==> src/rtl/facto_multiplier_if.sv <==
// Operand/result bundle between the factorial controller (master) and the
// shift-add multiplier (slave).
interface facto_multiplier_if #(
    parameter int WIDTH = 64
);
    // Handshake: op_start is taken only while the multiplier is idle. From
    // then on the operands are don't-care. op_done and result stay valid and
    // unchanged until the master pulses op_clear, which also drops a running
    // operation.
    logic               op_start;
    logic               op_clear;
    logic [WIDTH-1:0]   multiplicand;
    logic [WIDTH-1:0]   multiplier;
    logic [2*WIDTH-1:0] result;
    logic               op_done;
    logic               busy;

    modport master (
        output op_start, op_clear, multiplicand, multiplier,
        input  result, op_done, busy
    );

    modport slave (
        input  op_start, op_clear, multiplicand, multiplier,
        output result, op_done, busy
    );
endinterface

==> src/rtl/facto_multiplier.sv <==
// Sequential shift-add multiplier, one multiplier bit per clock, for the factorial controller.
// Optional macro FACTO_MUL_EARLY_TERM_EN: finish as soon as the remaining multiplier bits are zero.
module facto_multiplier #(
    parameter int WIDTH = 64
) (
    input  logic                   clk,
    input  logic                   reset_n,
    facto_multiplier_if.slave      bus,
    output logic [1:0]             state_dbg
);
    localparam int CW = (WIDTH > 1) ? $clog2(WIDTH) : 1;

    typedef enum logic [1:0] {
        IDLE = 2'b00,
        EXEC = 2'b01,
        DONE = 2'b10
    } state_t;

    state_t             state_q;
    state_t             state_d;
    logic [2*WIDTH-1:0] mcand_q;
    logic [WIDTH-1:0]   mplier_q;
    logic [CW-1:0]      count_q;
    logic [2*WIDTH-1:0] result_q;
    logic               busy_q;
    logic               done_q;
    logic               last_iter;

`ifdef FACTO_MUL_EARLY_TERM_EN
    // Once the bits still to be shifted in are all zero, no further adds can happen.
    assign last_iter = (count_q == CW'(WIDTH - 1)) || ((mplier_q >> 1) == '0);
`else
    assign last_iter = (count_q == CW'(WIDTH - 1));
`endif

    always_comb begin
        state_d = state_q;
        if (bus.op_clear) begin
            state_d = IDLE;
        end else begin
            case (state_q)
                IDLE:    if (bus.op_start) state_d = EXEC;
                EXEC:    if (last_iter) state_d = DONE;
                DONE:    state_d = DONE;
                default: state_d = IDLE;
            endcase
        end
    end

    always_ff @(posedge clk or negedge reset_n) begin
        if (!reset_n) begin
            state_q <= IDLE;
            busy_q  <= 1'b0;
            done_q  <= 1'b0;
        end else begin
            state_q <= state_d;
            busy_q  <= (state_d == EXEC);
            done_q  <= (state_d == DONE);
        end
    end

    always_ff @(posedge clk or negedge reset_n) begin
        if (!reset_n) begin
            mcand_q  <= '0;
            mplier_q <= '0;
            count_q  <= '0;
            result_q <= '0;
        end else if (bus.op_clear) begin
            result_q <= '0;
        end else begin
            case (state_q)
                IDLE: begin
                    if (bus.op_start) begin
                        mcand_q  <= {{WIDTH{1'b0}}, bus.multiplicand};
                        mplier_q <= bus.multiplier;
                        result_q <= '0;
                        count_q  <= '0;
                    end
                end
                EXEC: begin
                    // The 2*WIDTH-bit accumulator cannot overflow for WIDTH-bit operands.
                    if (mplier_q[0]) result_q <= result_q + mcand_q;
                    mcand_q  <= mcand_q << 1;
                    mplier_q <= mplier_q >> 1;
                    count_q  <= count_q + 1'b1;
                end
                default: begin
                end
            endcase
        end
    end

    assign bus.result  = result_q;
    assign bus.op_done = done_q;
    assign bus.busy    = busy_q;
    assign state_dbg   = state_q;
endmodule
==> src/flat_wrapper.sv <==
// flat-port wrapper written by rule: the top's interface ports become plain ports
module facto_multiplier_flat 
#(
    parameter int WIDTH = 64
)
  (clk, reset_n, state_dbg, bus_op_start, bus_op_clear, bus_multiplicand, bus_multiplier, bus_result, bus_op_done, bus_busy);
  facto_multiplier_if #(.WIDTH(WIDTH)) bus_i ();
  input  logic clk;
  input  logic reset_n;
  output logic [1:0] state_dbg;
  input wire logic [$bits(bus_i.op_start)-1:0] bus_op_start;
  input wire logic [$bits(bus_i.op_clear)-1:0] bus_op_clear;
  input wire logic [$bits(bus_i.multiplicand)-1:0] bus_multiplicand;
  input wire logic [$bits(bus_i.multiplier)-1:0] bus_multiplier;
  output wire logic [$bits(bus_i.result)-1:0] bus_result;
  output wire logic [$bits(bus_i.op_done)-1:0] bus_op_done;
  output wire logic [$bits(bus_i.busy)-1:0] bus_busy;
  assign bus_i.op_start = bus_op_start;
  assign bus_i.op_clear = bus_op_clear;
  assign bus_i.multiplicand = bus_multiplicand;
  assign bus_i.multiplier = bus_multiplier;
  assign bus_result = bus_i.result;
  assign bus_op_done = bus_i.op_done;
  assign bus_busy = bus_i.busy;
  facto_multiplier #(.WIDTH(WIDTH)) u_core (.clk(clk), .reset_n(reset_n), .bus(bus_i), .state_dbg(state_dbg));
endmodule
==> config.mk <==
export PLATFORM = sky130hd
export DESIGN_NAME = facto_multiplier_flat
export DESIGN_NICKNAME = d
export VERILOG_FILES = /design/src/rtl/facto_multiplier_if.sv /design/src/rtl/facto_multiplier.sv /design/src/flat_wrapper.sv
export SDC_FILE = /design/constraint.sdc
export NUM_CORES = 1
export LEC_CHECK = 0
export CORE_ASPECT_RATIO = 1.25
export CORE_UTILIZATION = 30
export CTS_CLUSTER_SIZE = 20
export DETAILED_ROUTE_END_ITERATION = 7
export PLACE_DENSITY = 0.56
export SLEW_MARGIN = 10
export SYNTH_ARGS = -nofsm -noshare
export SYNTH_HDL_FRONTEND = slang
export SYNTH_SLANG_ARGS = --single-unit
==> constraint.sdc <==
create_clock -name clk -period 5.6 [get_ports clk]
set_clock_uncertainty 0.2 [all_clocks]
set_input_delay 0.84 -clock clk [delete_from_list [all_inputs] [get_ports clk]]
set_output_delay 0.84 -clock clk [all_outputs]
set_load 0.02 [all_outputs]
==> reports/qor.yml <==
synthesis:
  synth_sequential_area_ratio_pct: 38.9
  post_synth_num_cell_types: 67
  synthesis_stage_register_bit_count: 330
  netlist.area_leader.share_pct: 38.9
  most_used_dff_post_synth: "sky130_fd_sc_hd__dfrtp_1"
  synth_warnings: 0
  synth.top_cells.by_area: "sky130_fd_sc_hd__dfrtp_1, sky130_fd_sc_hd__nand2_1, sky130_fd_sc_hd__ha_1, sky130_fd_sc_hd__o21ai_0, sky130_fd_sc_hd__a21oi_1"
  ys_async_sr_fraction_pct: 100
  postSynthNetCount: 2857
  synth_cells: 2596
  synthesis.area_per_instance_um2: 8.17
  synth_edf_count: 0
  yosysTopAreaCell: "sky130_fd_sc_hd__dfrtp_1"
  synth.cell_area_mm2: 0.0212
placed_design:
  routabilityCongestion: 0.926
  postPlaceCellArea_mm2: 0.0247
  numPortBuffers: 263
  placedCellCount: 3665
  post_dp_hpwl_um: 54400
timing:
  grt_setup_unrepaired: "no"
  fmax_ghz: 0.192
  setup_tns_after_final_layout_ns: 0
  finalCriticalPeriod_ns: 5.21
  worst-slew-pin-transition_ns: 1.14
  fin_crit_sh_pct: 93.1
  setup_viol: 0
  final-max-slew-violation-count: 0
  hold_fails_final_rpt: 0
  worst_hold_slack_ns: 0.147
  slew_headroom_pct: 23.9
cts:
  cts_resized: 0
  clock_sink_count: 330
  clk_pin_slew_worst_paths_ns: 0.06
  clock-root-buffer: "sky130_fd_sc_hd__clkbuf_16"
  clock_path_buffers: 3
  cts_tree: "built"
  cts_inserted_buffers: 41
  postCtsSetupBuffers: 0
  post_cts_hold_buffer_count: 0
  insertion_delay_ns: 0.58
  cts-htree-levels: 2
grt:
  overflow: 0
  number_of_global_route_vias_before_repair: 20000
  grt_pass1_wl_um: 114000
  track_usage_pct: 20.1
  grt_antenna_before_repair: 0
  grt_start_max_net_pins: 134
floorplan:
  fp.dieArea_mm2: 0.0718
  core_area_mm2: 0.0697
  io-pin-count: 264
  floorplan.rows: 108
  height_of_the_die_um: 299
  initial_core_utilization_pct: 30.4
  chipWidth_um: 240
drt:
  drtIter0Drc: 1212
  detailed_route_wire_length_per_cell_um: 19.5
  routed_via_count_divided_by_cell_count: 5.34
  postRouteAntennaNets: 0
  finalWirelength_um: 72800
  num_vias: 20000
  drc_errors: 0
  drt-pass1-iter-count: 8
cells_and_area:
  regArea_mm2: 0.00826
  flow.area_growth_from_synthesis_pct: 23.5
  drive_above_1_share_pct: 4.17
  final_net_count: 3034
  layout.cells.non_filler: 3739
  fillerInstances: 7228
  insertedDiodeCount: 0
  multiInputGateArea_mm2: 0.0123
  layout.cell_area.non_filler_mm2: 0.0262
setup_path:
  crit_fanout: 4
  critPathSlowestCell: "sky130_fd_sc_hd__a2111oi_1"
  crit_path_required_time_ns: 5.85
  cp_cell_sequence: "ha_1, inv_1, fa_1, nor2b_1, o21a_1, o21ai_0, a21o_1, a2111oi_1, o21ai_0, and2_1, o31ai_1, a41o_1, nand2_1, and4_1, o41ai_1"
  ff2ff_path_depth: 15
  setup.worst_path.end_class: "flop"
  cp_slowest_stage_delay_ns: 0.92
  timing.critical_path.mode_cell: "sky130_fd_sc_hd__o21ai_0"
  critical_path.startpoint_type: "flop"
  critical_path_arrival_ns: 5.46
  critical_path_class: "reg2reg"
power:
  power_per_cell_area_mw_per_mm2: 324
  pwr-share-clk_pct: 34.5
  power.leakage_nw: 11.2
  internal-power_w: 0.00548
  share_seq_of_total_power_pct: 34.3
  power.switching_fraction_pct: 35.5
  vdd_ir_drop_max_v: 0.000218
  comb_power_share_pct: 31.2
  switchingPower_w: 0.00302
status:
  status: "finished clean"
job:
  cap_viol_max_count: 0
min_path:
  hold_path_class: "in2async"
## flip-flops by register name, indices dropped and copies added, names as in the netlist
signal and cells:
u_core.count_q 6, u_core.bus.result 128, u_core.bus.busy 1, u_core.mcand_q 128, u_core.state_dbg 2, u_core.bus.op_done 1, u_core.mplier_q 64
## synth_stat cells, types with 4 or more instances
cell	n
sky130_fd_sc_hd__a2111oi_0	4
sky130_fd_sc_hd__a211o_1	5
sky130_fd_sc_hd__a21boi_0	8
sky130_fd_sc_hd__a21o_1	63
sky130_fd_sc_hd__a21oi_1	201
sky130_fd_sc_hd__a221oi_1	4
sky130_fd_sc_hd__a22o_1	78
sky130_fd_sc_hd__a31oi_1	147
sky130_fd_sc_hd__and2_1	6
sky130_fd_sc_hd__and3_1	6
sky130_fd_sc_hd__and4_1	11
sky130_fd_sc_hd__buf_1	4
sky130_fd_sc_hd__clkbuf_1	142
sky130_fd_sc_hd__dfrtp_1	330
sky130_fd_sc_hd__ha_1	128
sky130_fd_sc_hd__inv_1	36
sky130_fd_sc_hd__mux2i_1	4
sky130_fd_sc_hd__nand2_1	528
sky130_fd_sc_hd__nand2b_1	16
sky130_fd_sc_hd__nand3_1	25
sky130_fd_sc_hd__nand4_1	53
sky130_fd_sc_hd__nor2_1	250
sky130_fd_sc_hd__nor2b_1	15
sky130_fd_sc_hd__nor3_1	25
sky130_fd_sc_hd__nor4_1	8
sky130_fd_sc_hd__o211ai_1	8
sky130_fd_sc_hd__o21a_1	21
sky130_fd_sc_hd__o21ai_0	210
sky130_fd_sc_hd__o21bai_1	33
sky130_fd_sc_hd__o221ai_1	5
sky130_fd_sc_hd__o22ai_1	4
sky130_fd_sc_hd__o31a_1	8
sky130_fd_sc_hd__o31ai_1	23
sky130_fd_sc_hd__o41ai_1	5
sky130_fd_sc_hd__or2_2	6
sky130_fd_sc_hd__or3_1	11
sky130_fd_sc_hd__or4_1	4
sky130_fd_sc_hd__xnor2_1	63
sky130_fd_sc_hd__xor2_1	55
## routing by layer
metal / track usage (%) / routed length (um)
met3: 3.20 / 3440
met2: 35.8 / 36700
met4: 7.63 / 2610
met5: 0 / 0
met1: 24.1 / 30100
## final timing paths
path,startpoint,to,slack [ns]
min,reset_n,u_core.mcand_q[67]$_DFFE_PN0P_,0.15
min in group clk,u_core.bus.result[6]$_DFFE_PN0P_,u_core.bus.result[6]$_DFFE_PN0P_,0.31
max reg2reg,u_core.mcand_q[0]$_DFFE_PN0P_,u_core.bus.result[112]$_DFFE_PN0P_,0.39
min reg2reg,u_core.bus.result[6]$_DFFE_PN0P_,u_core.bus.result[6]$_DFFE_PN0P_,0.31
max,u_core.mcand_q[0]$_DFFE_PN0P_,u_core.bus.result[112]$_DFFE_PN0P_,0.39
max in group asynchronous,reset_n,u_core.mplier_q[56]$_DFFE_PN0P_,3.80
## power groups by stage
| stage | logic (W) | clock network (W) | registers, W |
|---|---|---|---|
| floorplan | 0.00168 | 0 | 0.00296 |
| CTS | 0.00265 | 0.00301 | 0.00292 |
| global route | 0.00293 | 0.00310 | 0.00295 |
| global placement | 0.00263 | 0 | 0.00294 |
| detailed placement | 0.00263 | 0 | 0.00296 |
| finish | 0.00265 | 0.00293 | 0.00292 |
## cells by family (layout without fill, tap and decap cells)
logic type | after synthesis | count (layout) | share of synthesized area [%]
xor+xnor | 118 | 118 | 4.87
buf+inv | 184 | 392 | 3.27
flops | 330 | 330 | 38.9
compound gates | 859 | 859 | 25.6
fa+ha+maj | 129 | 129 | 7.64
simple gates | 972 | 972 | 19.5
mux | 4 | 4 | 0.189
## cell usage in the layout (no fill, tap or decap), types with 20 or more instances in the layout
cell type / instances
sky130_fd_sc_hd__o21bai_1: 33
sky130_fd_sc_hd__o31ai_1: 23
sky130_fd_sc_hd__xnor2_1: 63
sky130_fd_sc_hd__nand2_1: 528
sky130_fd_sc_hd__nor2_1: 247
sky130_fd_sc_hd__nand3_1: 25
sky130_fd_sc_hd__a21oi_1: 201
sky130_fd_sc_hd__nor3_1: 25
sky130_fd_sc_hd__xor2_1: 55
sky130_fd_sc_hd__clkdlybuf4s50_1: 262
sky130_fd_sc_hd__a21o_1: 63
sky130_fd_sc_hd__a22o_1: 78
sky130_fd_sc_hd__inv_1: 36
sky130_fd_sc_hd__dfrtp_1: 330
sky130_fd_sc_hd__clkbuf_16: 41
sky130_fd_sc_hd__nand4_1: 53
sky130_fd_sc_hd__ha_1: 128
sky130_fd_sc_hd__a31oi_1: 147
sky130_fd_sc_hd__o21a_1: 20
sky130_fd_sc_hd__o21ai_0: 210
## final cells by class
| cell class | instances | share of cell area, % |
|---|---|---|
| well taps | 935 | 4.47 |
| clock inverters | 20 | 1.28 |
| multi-input cells | 2082 | 47.1 |
| flip-flops and latches | 330 | 31.5 |
| inverters | 36 | 0.516 |
| clock buffers | 54 | 4.33 |
| repair buffers | 282 | 10.8 |
## per-stage QoR
step / setup slack (ns) / utilization [%] / power, W
floorplan: 1.47 / - / 0.00465
global placement: 0.372 / 35.5 / 0.00557
detailed placement: 0.212 / 35.5 / 0.00559
CTS: 0.115 / 37.6 / 0.00858
global route: 0.227 / 37.6 / 0.00898
finish: 0.388 / 37.6 / 0.00850
## worst max-delay path: cells and delay by family (launching register included)
family,cells,cell delay [ns]
AOI/OAI and AO/OA,8,3.08
and+or+nand+nor,4,0.78
adders and majority gates,2,0.58
DFF,1,0.38
buffers and inverters,1,0.07
No activity file was read; power rests on OpenSTA's default activity.
